`src/rtl/systolic_operand_feeder.sv`:
```
// systolic_operand_feeder
// Upstream stage of a systolic matrix-multiply array. It buffers matrix A
// (A_ROWS x K_DIM) and matrix B (K_DIM x B_COLS). On start it clears the
// array accumulators for one cycle. It then streams skewed, zero-padded
// operands onto the array's row and column edges. It pulses done once every
// PE holds its final dot product.
// Optional feature: define FEEDER_DBLBUF_EN for two operand banks. The next
// matrices can then be loaded while a run is in progress.
// All outputs come straight from registers, so every output lags the FSM
// state by one cycle.
module systolic_operand_feeder #(
   parameter int DATA_WIDTH   = 8,
   parameter int A_ROWS       = 2,
   parameter int B_COLS       = 2,
   parameter int K_DIM        = 2,   // >= 1
   parameter int DRAIN_CYCLES = 1,   // >= 1, MAC register latency
   localparam int R_MAX = (A_ROWS > K_DIM) ? A_ROWS : K_DIM,
   localparam int C_MAX = (B_COLS > K_DIM) ? B_COLS : K_DIM,
   localparam int RW    = $clog2((R_MAX > 2) ? R_MAX : 2),
   localparam int CW    = $clog2((C_MAX > 2) ? C_MAX : 2)
) (
   input  logic                  clk,
   input  logic                  reset,        // async, active-low
   input  logic                  wr_en,
   input  logic                  wr_sel,       // 0 = A, 1 = B
   input  logic [RW-1:0]         wr_row,
   input  logic [CW-1:0]         wr_col,
   input  logic [DATA_WIDTH-1:0] wr_data,
   output logic                  wr_drop,
   input  logic                  start,
   output logic                  busy,
   output logic                  done,
   output logic                  array_rst_n,
   output logic [DATA_WIDTH-1:0] a_out [0:A_ROWS-1],
   output logic [DATA_WIDTH-1:0] b_out [0:B_COLS-1]
);

   localparam int T_FEED  = K_DIM + A_ROWS + B_COLS - 2;
   localparam int CNT_MAX = (T_FEED > DRAIN_CYCLES) ? T_FEED : DRAIN_CYCLES;
   localparam int CNTW    = $clog2(CNT_MAX + 1);
`ifdef FEEDER_DBLBUF_EN
   localparam int NBANK = 2;
`else
   localparam int NBANK = 1;
`endif

   typedef enum logic [2:0] {
      S_IDLE,
      S_CLEAR,
      S_FEED,
      S_DRAIN,
      S_DONE
   } state_t;

   state_t            state, state_nxt;
   logic [CNTW-1:0]   cnt, cnt_nxt;
   logic              engaged;
   logic              start_ok;
   logic              wr_in_range;
   logic              wr_ok;
   logic              wr_bank;
   logic              rd_bank;
   logic [DATA_WIDTH-1:0] a_nxt [0:A_ROWS-1];
   logic [DATA_WIDTH-1:0] b_nxt [0:B_COLS-1];

   logic [DATA_WIDTH-1:0] a_mem [0:NBANK-1][0:A_ROWS-1][0:K_DIM-1];
   logic [DATA_WIDTH-1:0] b_mem [0:NBANK-1][0:K_DIM-1][0:B_COLS-1];

   // The registered busy output lags the state by one cycle. It is still
   // high in the cycle done pulses, and that cycle counts as part of the run.
   assign engaged  = (state != S_IDLE) || busy;
   assign start_ok = start && !engaged;

   assign wr_in_range = wr_sel ? ((int'(wr_row) < K_DIM)  && (int'(wr_col) < B_COLS))
                               : ((int'(wr_row) < A_ROWS) && (int'(wr_col) < K_DIM));

`ifdef FEEDER_DBLBUF_EN
   assign wr_ok   = wr_en && wr_in_range;
   assign rd_bank = ~wr_bank;

   // Swap banks when a run launches, so FEED reads the data just loaded.
   always_ff @(posedge clk or negedge reset) begin
      if (!reset)        wr_bank <= 1'b0;
      else if (start_ok) wr_bank <= ~wr_bank;
   end
`else
   assign wr_ok   = wr_en && wr_in_range && !engaged;
   assign wr_bank = 1'b0;
   assign rd_bank = 1'b0;
`endif

   // Operand storage write port.
   // NOTE: the operand RAM has no reset. Its contents are only meaningful
   // after a write, and a reset branch would stop it mapping to memory.
   always_ff @(posedge clk) begin
      if (wr_ok) begin
         for (int bk = 0; bk < NBANK; bk++) begin
            for (int i = 0; i < A_ROWS; i++)
               for (int k = 0; k < K_DIM; k++)
                  if (bk == int'(wr_bank) && !wr_sel && int'(wr_row) == i && int'(wr_col) == k)
                     a_mem[bk][i][k] <= wr_data;
            for (int k = 0; k < K_DIM; k++)
               for (int j = 0; j < B_COLS; j++)
                  if (bk == int'(wr_bank) && wr_sel && int'(wr_row) == k && int'(wr_col) == j)
                     b_mem[bk][k][j] <= wr_data;
         end
      end
   end

   // FSM state and the shared FEED/DRAIN cycle counter.
   // NOTE: clocked state uses non-blocking assignments, so every register
   // samples pre-edge values no matter how the blocks are ordered.
   always_ff @(posedge clk or negedge reset) begin
      if (!reset) begin
         state <= S_IDLE;
         cnt   <= '0;
      end else begin
         state <= state_nxt;
         cnt   <= cnt_nxt;
      end
   end

   // Next-state logic: CLEAR(1) -> FEED(T_FEED) -> DRAIN(DRAIN_CYCLES) -> DONE(1).
   // NOTE: defaults come first, so paths that do not assign a signal cannot
   // infer a latch.
   always_comb begin
      state_nxt = state;
      cnt_nxt   = cnt;
      unique case (state)
         S_IDLE: begin
            if (start_ok) begin
               state_nxt = S_CLEAR;
               cnt_nxt   = '0;
            end
         end
         S_CLEAR: begin
            state_nxt = S_FEED;
            cnt_nxt   = '0;
         end
         S_FEED: begin
            if (cnt == CNTW'(T_FEED - 1)) begin
               state_nxt = S_DRAIN;
               cnt_nxt   = '0;
            end else begin
               cnt_nxt = cnt + CNTW'(1);
            end
         end
         S_DRAIN: begin
            if (cnt == CNTW'(DRAIN_CYCLES - 1)) begin
               state_nxt = S_DONE;
               cnt_nxt   = '0;
            end else begin
               cnt_nxt = cnt + CNTW'(1);
            end
         end
         S_DONE:  state_nxt = S_IDLE;
         default: state_nxt = S_IDLE;
      endcase
   end

   // Skewed operand selection. Row i is delayed by i cycles and column j by
   // j cycles, and slots outside the matrix are zero-padded.
   always_comb begin
      for (int i = 0; i < A_ROWS; i++) a_nxt[i] = '0;
      for (int j = 0; j < B_COLS; j++) b_nxt[j] = '0;
      if (state == S_FEED) begin
         for (int bk = 0; bk < NBANK; bk++) begin
            if (bk == int'(rd_bank)) begin
               for (int i = 0; i < A_ROWS; i++)
                  for (int k = 0; k < K_DIM; k++)
                     if (int'(cnt) - i == k) a_nxt[i] = a_mem[bk][i][k];
               for (int j = 0; j < B_COLS; j++)
                  for (int k = 0; k < K_DIM; k++)
                     if (int'(cnt) - j == k) b_nxt[j] = b_mem[bk][k][j];
            end
         end
      end
   end

   // Output registers. The array accumulators are held cleared during reset.
   always_ff @(posedge clk or negedge reset) begin
      if (!reset) begin
         for (int i = 0; i < A_ROWS; i++) a_out[i] <= '0;
         for (int j = 0; j < B_COLS; j++) b_out[j] <= '0;
         array_rst_n <= 1'b0;
         busy        <= 1'b0;
         done        <= 1'b0;
         wr_drop     <= 1'b0;
      end else begin
         a_out       <= a_nxt;
         b_out       <= b_nxt;
         array_rst_n <= (state != S_CLEAR);
         busy        <= (state != S_IDLE);
         done        <= (state == S_DONE);
         wr_drop     <= wr_en && !wr_ok;
      end
   end

endmodule

```
`config.mk`:
```
export PLATFORM = sky130hd
export DESIGN_NAME = systolic_operand_feeder
export DESIGN_NICKNAME = d
export VERILOG_FILES = /design/src/rtl/systolic_operand_feeder.sv
export SDC_FILE = /design/constraint.sdc
export NUM_CORES = 1
export LEC_CHECK = 0
export CORE_MARGIN = 4
export CORE_UTILIZATION = 55
export DETAILED_ROUTE_END_ITERATION = 6
export PLACE_DENSITY = 0.76
export SYNTH_ARGS = -nofsm -noshare
export SYNTH_HDL_FRONTEND = slang
export SYNTH_SLANG_ARGS = --single-unit
```
`constraint.sdc`:
```
create_clock -name clk -period 6.1 [get_ports clk]
set_input_delay 1.22 -clock clk [delete_from_list [all_inputs] [get_ports clk]]
set_output_delay 1.22 -clock clk [all_outputs]
set_load 0.05 [all_outputs]
```
Yosys cells after proc, flatten, opt, wreduce, memory -nomap -nowiden
Memories as Yosys holds them, arrays and structs flattened.
Index checks and enable logic that the tools add are counted.
{ "op_classes": {"add_sub_neg": 2, "multipliers": 0, "n_div": 0, "order_cmp": 0, "eq_ne": 11, "shift": 0, "muxes": 54, "bitwise": 2, "n_reduce_logical": 33} }
{ "ops": {"columns": ["operator", "count"], "rows": [
  ["$mux W32", 6],
  ["$reduce_or A32 Y1", 6],
  ["$logic_not A32 Y1", 2],
  ["$mux W8", 8],
  ["$mux W16", 2],
  ["$mux W1", 24],
  ["$mux W3", 8],
  ["$pmux W3 S4", 2],
  ["$mux W4", 4],
  ["$logic_and A1 B1 Y1", 15],
  ["$eq A3 B2 Y1 const B", 4],
  ["$logic_not A3 Y1", 2],
  ["$ne A2 B2 Y1 const B", 3],
  ["$eq A4 B2 Y1 const B", 1],
  ["$reduce_bool A4 Y1", 1],
  ["$sub A3 B1 Y4 const B", 1],
  ["$add A3 B1 Y3 const B", 1],
  ["$eq A3 B1 Y1 const B", 1],
  ["$eq A3 B3 Y1 const B", 1],
  ["$logic_not A1 Y1", 3],
  ["$ne A3 B1 Y1 const B", 1],
  ["$reduce_and A3 Y1", 1],
  ["$reduce_bool A3 Y1", 1],
  ["$not A1 Y1", 2],
  ["2 further kinds", 2]
]} }
{ "totals": {"ff_bits": 42, "latchBits": 0, "ram_bits": 64, "mem_bits_ro": 0, "input_bits": 15, "memories": 2} }
{ "memory_table": {"columns": ["name", "depth", "width", "rd", "rd_ports_with_merged_regs", "wr", "line", "rtl"], "rows": [
  ["a_mem", 1, 32, 1, 0, 1, "66", "logic [DATA_WIDTH-1:0] a_mem [0:NBANK-1][0:A_ROWS-1][0:K_DIM-1];"],
  ["b_mem", 1, 32, 1, 0, 1, "67", "logic [DATA_WIDTH-1:0] b_mem [0:NBANK-1][0:K_DIM-1][0:B_COLS-1];"]
]} }

Longest topological paths before layout
Gate-level depths: netlist of run 1.
{ "logic_depth": {"word_depth": 10, "mapped_depth": 8, "depth_no_buf": 5} }

Least setup slack after synthesis of run 1
OpenSTA, ideal clock, no wires.
{ "synth_timing": {"path_kind": "input -> register", "startpoint": "in wr_sel", "endpoint": "mem a_mem[0][24] in the netlist's numbering, enable pin", "setup_ps": 395, "t_arrival_ps": 2402, "slack_ps": 3303, "stages": 2, "path_buffers": 0, "path_cell_list": "nand2b_1 nor4_1"} }
{ "synth_via": {"elab_chain_cells": 10, "elab_cells_between_ends": 25, "cone_classes": "mux (15); reduce/logical (10)"} }
{ "synth_rtl": {"columns": ["item", "line", "rtl"], "rows": [
  ["from (decl)", "25", "input logic wr_sel,"],
  ["$logic_not A1 Y1 *", "100", "if (bk == int'(wr_bank) && !wr_sel && int'(wr_row) == i && int'(wr_col) == k)"],
  ["$logic_and A1 B1 Y1 (2 in series)", "100", null],
  ["$mux W1", "100", null],
  ["$mux W1", "96", "if (wr_ok) begin"],
  ["$mux W1 (implied by the code)", "101", "a_mem[bk][i][k] <= wr_data;"],
  ["$reduce_or A32 Y1 (no line)", null, null],
  ["$mux W3 (no line)", null, null],
  ["$mux W4 (no line)", null, null],
  ["$mux W4 (no line) *", null, null],
  ["to (decl)", "66", null]
]} }
Every way passes the cells marked *; elsewhere a longest branch is shown, timed or not.

Worst setup path after layout of run 1
{ "layout_timing": {"startpoint": "reg busy", "endpoint": "out busy"} }
{ "layout_lines": {"columns": ["item", "line", "rtl"], "rows": [
  ["from (decl)", "31", "output logic busy,"],
  ["from (signal assigned)", "193", "busy <= (state != S_IDLE);"]
]} }
No word-level cell between the ends.

==> results of run 1 <==
synthesized netlist by cell type, types with 2 or more instances:
library cell   n  area, um2
nor3_4         6       97.6
nor2b_1       21        131
nor4_1         2       12.5
edfxtp_1      64       1920
nand2b_1       2       12.5
clkbuf_1      12       45.0
nor4_4         2       42.5
nand2_1        3       11.3
ha_1           7       87.6
nor2_1        20       75.1
o21ai_0        2       10.0
nor3_1        18       90.1
dfrtp_1       42       1050
a22oi_1       32        240
inv_1          6       22.5
and2_1        49        307
or2_2          2       12.5
cells in the final DEF (no fill, tap or decap), drive strengths merged, types with 2 or more instances in the layout:
cell and instances:
a22oi 32, and2 49, buf 4, clkbuf 10, clkdlybuf4s50 49, clkinv 2
dfrtp 42, edfxtp 64, ha 7, inv 8, nand2 3, nand2b 2
nor2 20, nor2b 21, nor3 24, nor4 4, o21ai 2, or2 2
power groups by stage:
stage | combinational (mW) | clock [mW] | sequential (mW)
floorplan | 0.384 | 0 | 1.14
global placement | 0.870 | 0 | 0.910
detailed placement | 0.879 | 0 | 0.913
CTS | 0.881 | 0.441 | 0.897
global route | 0.951 | 0.474 | 0.907
finish | 0.874 | 0.432 | 0.897
stage by stage:
step                      setup WS [ns]  total power, mW  area (um2)  util [%]  hold slack, ns
after global routing               3.26             2.33        5080      68.6           0.538
after floorplan                    3.30             1.52        4300         -           0.468
after detailed placement           3.04             1.79        4880      65.9           0.491
after CTS                          3.30             2.22        5080      68.6           0.512
final                              3.32             2.20        5080      68.6           0.511
after global placement             3.09             1.78        4880      65.9           0.476
registers in the layout (all words and copies together), names as in the netlist:
signal	flops
a_mem	32
b_mem	32
a_out	16
b_out	16
cnt	3
state	3
array_rst_n	1
busy	1
done	1
wr_drop	1
per-layer routing:
metal | up-vias | routed length [um]
li1 | 1198 | -
met1 | 1232 | 3360
met2 | 52 | 3850
met3 | 6 | 299
met4 | 0 | 66
met5 | - | 0
cell type report:
type	count	area, um2
Clock buffer	10	138
Clock inverter	6	63.8
Fill cell	531	2320
Inverter	6	22.5
Multi-Input combinational cell	180	1240
Sequential cell	106	2970
Tap cell	99	124
Timing Repair Buffer	53	518
worst register-to-register path, cell delays in order, from the launching register on:
cell,delay (ns)
dfrtp_1,0.43
inv_1,0.11
ha_1,0.45
nor2b_1,0.99
a22oi_1,0.23
nor3_1,0.19
worst max-delay path by stage:
stage / from / end / cells after the start
after global routing: busy$_DFF_PN0_ / busy / 1
after global placement: wr_col / b_mem[0][3]$_DFFE_PP_ / 3
after detailed placement: wr_col / b_mem[0][3]$_DFFE_PP_ / 3
after CTS: busy$_DFF_PN0_ / busy / 1
after floorplan: wr_sel / a_mem[0][24]$_DFFE_PP_ / 2
final: busy$_DFF_PN0_ / busy / 1
cells by family (layout without fill, tap and decap cells):
group / count (synthesis) / in the layout / synth area share (%)
simple gates: 131 / 131 / 19.6
flops: 106 / 106 / 69.1
compound gates: 41 / 41 / 7.10
buf+inv: 20 / 75 / 1.92
fa+ha+maj: 7 / 7 / 2.04
mux: 1 / 1 / 0.262
==> impl_metrics.json, run 1 <==
{
  "crit_chain": "clkdlybuf4s50_1",
  "r2r_cells": 5,
  "gr-total-overflow": 0,
  "finalMaxSlewViolations": 0,
  "grt_pass1_vias": 2492,
  "min-delay-start": "a_mem[0][20]$_DFFE_PP_",
  "tightest_slew_ns": 1.22,
  "cts_root_buffer": "clkbuf_8",
  "max_freq_mhz": 359,
  "cts_buffer_depth": 2,
  "track_usage_pct": 18.5,
  "ios": 51,
  "rows": 31,
  "max_stage_delay_ns": 0.82,
  "port_buffers": 50,
  "start_util_pct": 58.0,
  "antenna_cells": 0,
  "clkPwrFrac_pct": 19.6,
  "avgSynthCellArea_um2": 14.1,
  "totalNegativeSetupSlack_ns": 0,
  "clk_pin_slew_worst_paths_ns": 0.10,
  "synth_edf_count": 64,
  "setup_viol": 0,
  "use_met2_pct": 29.3,
  "synth_area_mm2": 0.00430,
  "p_int_mw": 1.34,
  "hp-class": "reg2reg",
  "netlist_instances": 306,
  "die_h_um": 96.4,
  "routed_via_density": 5.41,
  "syn_nets": 328,
  "synth_warnings": 0,
  "top_usage_layer": "met2",
  "drt_iter0_drc": 124,
  "worstSetupPathType": "reg2out",
  "ys.flop_type": "edfxtp_1",
  "drc": 0,
  "synth-seq-cells": 106,
  "place_inst": 444,
  "p_sw_share_pct": 39.4,
  "dieArea_mm2": 0.00930,
  "cp_slowest_cell": "clkdlybuf4s50_1",
  "regToRegStartpoint": "cnt[0]$_DFFE_PN0P_",
  "ys_seq_area_share_pct": 69.1,
  "leakage_nw": 1.88,
  "max_cap_violations": 0,
  "rr_endpoint": "a_out[6]$_DFF_PN0_",
  "antenna_left": 0,
  "final_cells": 460,
  "worstHoldEndpoint": "a_out[12]$_DFF_PN0_",
  "ctsResizeCount": 0,
  "num-nets-final": 378,
  "ys_types": 33,
  "critPathTopFamily": "buffers and inverters",
  "antenna_found_initial": 0,
  "grt_pass1_wl_mm": 12.5,
  "worstSkewPairLatency_ns": 0.36,
  "pwr-share-comb_pct": 39.7,
  "dp_hpwl_mm": 5.02,
  "via_count": 2488,
  "async_reset_ff_share_pct": 39.6,
  "startpoint_type": "flip-flop",
  "dieWidth_um": 96.4,
  "crit_buf_inv": 1,
  "seqPwrFrac_pct": 40.7,
  "hold_buffers": 0,
  "p_per_area_mw_per_mm2": 433,
  "status": "finished, final reports clean",
  "p_sw_uw": 867,
  "dr.pass1.iters": 5,
  "gr-usage-met1_pct": 25.6,
  "required_ns": 4.88,
  "wirelength_mm": 7.58,
  "finalCritPeriodShare_pct": 45.6,
  "postCtsSetupRepairBufs": 0,
  "cts_tree": "yes",
  "period_minus_slack_ns": 2.78,
  "critPathMaxFanout": 3,
  "clock_skew_ns": 0.00926,
  "area_delta_synth_final_pct": 18.2,
  "rsz0062_at_grt": "no",
  "clock_sinks": 106,
  "hold_violations": 0,
  "cp-end-kind": "primary output",
  "coreArea_mm2": 0.00741,
  "reg2reg_setup_slack_ns": 3.62,
  "grt_max_degree": 43,
  "drive_gt1_share_pct": 8.86,
  "htree_num_levels": 3,
  "place.gp.congestion": 0.756,
  "ir_drop_mv": 0.283,
  "cts_buffers": 9,
  "whs_path_depth": 2,
  "use_met3_pct": 3.64,
  "relSlewSlack_pct": 18.5,
  "worstPathArrival_ns": 1.56,
  "routedWlPerCell_um": 16.5
}
Note: power is estimated with default switching activity, not from simulation.
==> run 2, diff against run 1 <==
--- a/config.mk
+++ b/config.mk
@@ -6,9 +6,9 @@
 export NUM_CORES = 1
 export LEC_CHECK = 0
 export CORE_MARGIN = 4
-export CORE_UTILIZATION = 55
+export CORE_UTILIZATION = 50
 export DETAILED_ROUTE_END_ITERATION = 6
-export PLACE_DENSITY = 0.76
+export PLACE_DENSITY = 0.72
 export SYNTH_ARGS = -nofsm -noshare
 export SYNTH_HDL_FRONTEND = slang
 export SYNTH_SLANG_ARGS = --single-unit
==> constraint.sdc (replaced) <==
create_clock -name clk -period 2.2 [get_ports clk]
set_input_delay 0.44 -clock clk [delete_from_list [all_inputs] [get_ports clk]]
set_output_delay 0.44 -clock clk [all_outputs]
set_load 0.05 [all_outputs]
==> run 2 against run 1 <==
Total power grew to 2.9 times the previous value; cell count is 3.7% higher; register-to-register slack worse by 3.4 ns; first-iteration DRC count is 16% higher; critical path depth stayed put; design area is 2.6% higher; sequential share of layout area is 1.5 points lower; routed wire length is 4.0% higher; clock-buffer cell count is 1 higher; global-route usage is 1.7 points lower; sequential cell count stayed put.
==> impl_metrics.json, run 2 (synthesized netlist as in run 1, its figures left out) <==
{
  "regToRegStartpoint": "state[1]$_DFFE_PN0P_",
  "routed_via_density": 5.27,
  "clock_skew_ns": 0.0134,
  "track_usage_pct": 16.9,
  "ir_drop_mv": 0.830,
  "tightest_slew_ns": 0.702,
  "r2r_cells": 3,
  "via_count": 2512,
  "reg2reg_setup_slack_ns": 0.25,
  "setup_viol": 0,
  "relSlewSlack_pct": 53.0,
  "finalMaxSlewViolations": 0,
  "place.gp.congestion": 0.737,
  "critPathMaxFanout": 3,
  "gr-total-overflow": 0,
  "grt_max_degree": 43,
  "port_buffers": 50,
  "multi_input_area_mm2": 0.00126,
  "seq_area_mm2": 0.00297,
  "cts_buffer_depth": 2,
  "area_delta_synth_final_pct": 21.2,
  "ios": 51,
  "hold_buffers": 0,
  "cp-end-kind": "primary output",
  "post-place-ws_ns": 0.00208,
  "place_inst": 461,
  "finalWorstSetupSlack_ns": 0.211,
  "worstSkewPairLatency_ns": 0.37,
  "drc": 0,
  "rsz0062_at_grt": "no",
  "final_cell_mix": "edfxtp_1, and2_1, clkdlybuf4s50_1",
  "start_util_pct": 51.8,
  "num-nets-final": 389,
  "dieWidth_um": 101,
  "hold_violations": 0,
  "fillers": 661,
  "startpoint_type": "flip-flop",
  "worstPathArrival_ns": 1.55,
  "required_ns": 1.76,
  "max_freq_mhz": 503,
  "mostFrequentLayoutCell": "edfxtp_1",
  "antenna_left": 0,
  "antenna_found_initial": 0,
  "rows": 33,
  "clk_pin_slew_worst_paths_ns": 0.09,
  "critPathTopFamily": "buffers and inverters",
  "p_total_mw": 6.28,
  "clock_sinks": 106,
  "max_stage_delay_ns": 0.82,
  "grt_pass1_vias": 2550,
  "final_core_util_pct": 62.8,
  "finalCritPeriodShare_pct": 90.4,
  "routedWlPerCell_um": 16.5,
  "worstSetupPathType": "reg2out",
  "die_h_um": 101,
  "grt_pass1_wl_mm": 12.9,
  "wirelength_mm": 7.88,
  "hold_ws_ns": 0.144,
  "period_minus_slack_ns": 1.99,
  "cts_root_buffer": "clkbuf_8",
  "antenna_cells": 0,
  "status": "finished, final reports clean",
  "drive_gt1_share_pct": 12.4,
  "leakage_nw": 1.95,
  "max_cap_violations": 0,
  "dr.pass1.iters": 4,
  "final_cells": 477,
  "cts_tree": "yes",
  "cp_slowest_cell": "clkdlybuf4s50_1",
  "dp_hpwl_mm": 5.13,
  "drt_iter0_drc": 144,
  "dieArea_mm2": 0.0101,
  "htree_num_levels": 3,
  "rr_endpoint": "b_mem[0][26]$_DFFE_PP_",
  "hp-class": "in2async",
  "crit_buf_inv": 1,
  "crit_chain": "clkdlybuf4s50_1",
  "reg.largest.list": "a_mem x32, b_mem x32",
  "p_per_area_mw_per_mm2": 1200,
  "cts_buffers": 9,
  "coreArea_mm2": 0.00830
}
run 2: worst max path at each step:
stage                             from                     end  slack, ns  cells after the start
finish                  busy$_DFF_PN0_                    busy       0.21                      1
global route            busy$_DFF_PN0_                    busy       0.15                      1
CTS                 cnt[1]$_DFFE_PN0P_      b_out[4]$_DFF_PN0_       0.02                      5
detailed placement  cnt[1]$_DFFE_PN0P_      b_out[3]$_DFF_PN0_      0.002                      5
global placement    cnt[0]$_DFFE_PN0P_      b_out[3]$_DFF_PN0_       0.18                      5
floorplan               busy$_DFF_PN0_  a_mem[0][24]$_DFFE_PP_     -0.004                      3
run 2: stage by stage:
step	area, um2	TNS [ns]
2_1_floorplan	4310	-0.0692
3_3_place_gp	4980	0
3_5_place_dp	4980	0
4_1_cts	5210	0
5_1_grt	5210	0
6_report	5210	0
run 2: routing by layer:
| layer | global-route usage [%] | wire length, um |
|---|---|---|
| met4 | 6.42 | 116 |
| met3 | 4.36 | 477 |
| met2 | 27.4 | 4000 |
| met1 | 21.8 | 3280 |
| met5 | 0 | 0 |
run 2: what timing repair did:
item                       4_1_cts  5_1_grt
setup buffers                    0        0
resized for setup                0        1
setup endpoints to repair        0       16
run 2: area by class of cell:
type / count / share of cell area, %
multi-input combinational: 180 / 24.2
timing repair buffer: 64 / 11.5
tap: 105 / 2.52
clock buffer: 11 / 2.71
sequential: 106 / 57.0
inverter: 6 / 0.432
clock inverter: 5 / 1.63
run 2: power by group:
part	internal (mW)	switching, mW	total, mW	leakage [nW]
Clock	0.679	0.644	1.32	0.110
Combinational	0.833	1.66	2.50	0.768
Sequential	2.35	0.116	2.46	1.07
Total	3.86	2.42	6.28	1.95
==> run 3, diff against run 2 <==
--- a/config.mk
+++ b/config.mk
@@ -6,9 +6,10 @@
 export NUM_CORES = 1
 export LEC_CHECK = 0
 export CORE_MARGIN = 4
-export CORE_UTILIZATION = 50
+export CORE_UTILIZATION = 35
 export DETAILED_ROUTE_END_ITERATION = 6
-export PLACE_DENSITY = 0.72
+export DONT_BUFFER_PORTS = 1
+export PLACE_DENSITY = 0.48
 export SYNTH_ARGS = -nofsm -noshare
 export SYNTH_HDL_FRONTEND = slang
 export SYNTH_SLANG_ARGS = --single-unit
==> run 3 against run 2 <==
First-iteration DRC count decreased by 29%; critical endpoint is now b_mem[0][13]$_DFFE_PP_; largest cell class unchanged; critical path type is now reg2reg; register-to-register slack barely moved; clock skew down 0.0076 ns; maximum frequency increased by 1.6%.
==> impl_metrics.json, run 3 (synthesized netlist as in run 1, its figures left out) <==
{
  "status": "finished, final reports clean",
  "ir_drop_mv": 0.419,
  "stdcell_area_mm2": 0.00490,
  "totalNegativeSetupSlack_ns": 0,
  "cts_tree": "yes",
  "mostFrequentLayoutCell": "edfxtp_1",
  "cp-end-kind": "flip-flop",
  "critPathTopFamily": "simple AND/OR/NAND/NOR gates",
  "post-place-ws_ns": 0.120,
  "cp_slowest_cell": "or4_4",
  "wirelength_mm": 8.63,
  "dp_hpwl_mm": 5.36,
  "area_delta_synth_final_pct": 14.0,
  "ios": 51,
  "track_usage_pct": 13.0,
  "gr-usage-met1_pct": 17.8,
  "die_h_um": 119,
  "use_met3_pct": 3.89,
  "grt_max_degree": 43,
  "rows": 40,
  "clock_sinks": 106,
  "tightest_slew_ns": 0.733,
  "gr-total-overflow": 0,
  "final_cell_mix": "edfxtp_1, and2_1, dfrtp_1",
  "clock_skew_ns": 0.00572,
  "port_buffers": 0,
  "crit_chain": "or4_4 -> nor4_4 -> buf_4",
  "hp-class": "in2reg",
  "dr.pass1.iters": 4,
  "cts_buffer_depth": 2,
  "fillers": 1120,
  "num-nets-final": 340,
  "finalCritPeriodShare_pct": 89.0,
  "top_usage_layer": "met2",
  "leakage_nw": 1.82,
  "max_cap_violations": 0,
  "reg.largest.list": "a_mem x32, b_mem x32",
  "finalWorstSetupSlack_ns": 0.243,
  "worstSkewPairLatency_ns": 0.34,
  "max_stage_delay_ns": 0.72,
  "antenna_left": 0,
  "p_per_area_mw_per_mm2": 1290,
  "finalMaxSlewViolations": 0,
  "hold_violations": 0,
  "dieArea_mm2": 0.0141,
  "htree_num_levels": 3,
  "cts_buffers": 9,
  "antenna_cells": 0,
  "place.gp.congestion": 0.734,
  "dpl_cell_area_mm2": 0.00454,
  "antenna_found_initial": 0,
  "rsz0062_at_grt": "no",
  "via_count": 2306,
  "critPathMaxFanout": 16,
  "grt_pass1_wl_mm": 13.8,
  "required_ns": 2.24,
  "cts_root_buffer": "clkbuf_16",
  "startpoint_type": "flip-flop",
  "coreArea_mm2": 0.0120,
  "grt_pass1_vias": 2363,
  "setup_viol": 0,
  "final_cells": 470,
  "relSlewSlack_pct": 51.1,
  "period_minus_slack_ns": 1.96,
  "crit_buf_inv": 1,
  "p_total_mw": 6.31,
  "place_inst": 452,
  "use_met2_pct": 19.7,
  "start_util_pct": 35.8,
  "dieWidth_um": 119,
  "worstPathArrival_ns": 2.00,
  "drc": 0,
  "drt_iter0_drc": 102,
  "drive_gt1_share_pct": 13.3,
  "worstSetupPathType": "reg2reg",
  "postCtsSetupRepairBufs": 0,
  "routedWlPerCell_um": 18.4,
  "max_freq_mhz": 511,
  "clk_pin_slew_worst_paths_ns": 0.07,
  "routed_via_density": 4.91
}
run 3: changes by cell type in the layout (fill, tap and decap cells not counted), sizes merged:
cell           before  now
dlygate4sd3         0    1
inv                 7    6
clkbuf             11   15
clkdlybuf4s50      49    0
clkinv              1    0
bufinv              2    1
buf                15   14
clkinvlp            1    0
run 3: where the power goes:
part,switching (mW),internal [mW],leakage [nW]
Sequential,0.807,2.34,1.07
Clock,0.675,1.02,0.155
Combinational,0.941,0.527,0.599
run 3: repair_timing:
item / in CTS / in global routing
endpoints found under the setup margin: 0 / 16
hold endpoints to repair: 42 / 0
resized for setup: 0 / 1
hold buffers: 2 / 0
run 3: area by class of cell:
cell class | count | area [um2] | share of cell area, %
Sequential cell | 106 | 2970 | 60.6
Multi-Input combinational cell | 180 | 1270 | 25.9
Clock buffer | 15 | 289 | 5.90
Tap cell | 147 | 184 | 3.75
Timing Repair Buffer | 15 | 135 | 2.76
Clock inverter | 1 | 30.0 | 0.613
Inverter | 6 | 22.5 | 0.459
run 3: worst paths after layout:
kind | endpoint | depth (start not counted) | start | slack (ns)
setup / recovery | b_mem[0][13]$_DFFE_PP_ | 3 | state[1]$_DFFE_PN0P_ | 0.24
hold / removal | wr_drop$_DFF_PN0_ | 1 | wr_en | 0.27
setup reg to reg | b_mem[0][13]$_DFFE_PP_ | 3 | state[1]$_DFFE_PN0P_ | 0.24
hold reg to reg | b_out[15]$_DFF_PN0_ | 2 | b_mem[0][15]$_DFFE_PP_ | 0.49
max in group asynchronous | b_out[8]$_DFF_PN0_ | 2 | reset | 1.39
min in group asynchronous | b_out[1]$_DFF_PN0_ | 2 | reset | 0.60
run 3: stage by stage:
step / utilization [%] / hold slack (ns)
after global routing: 40.8 / 0.273
final: 40.8 / 0.269
after detailed placement: 37.8 / 0.146
after floorplan: - / 0.144
after global placement: 37.8 / 0.146
after CTS: 40.8 / 0.277
run 3: per-layer routing:
| metal | routed length, um | up-vias |
|---|---|---|
| li1 | - | 1119 |
| met1 | 4110 | 1134 |
| met2 | 3950 | 43 |
| met3 | 427 | 10 |
| met4 | 138 | 0 |
| met5 | 0 | - |
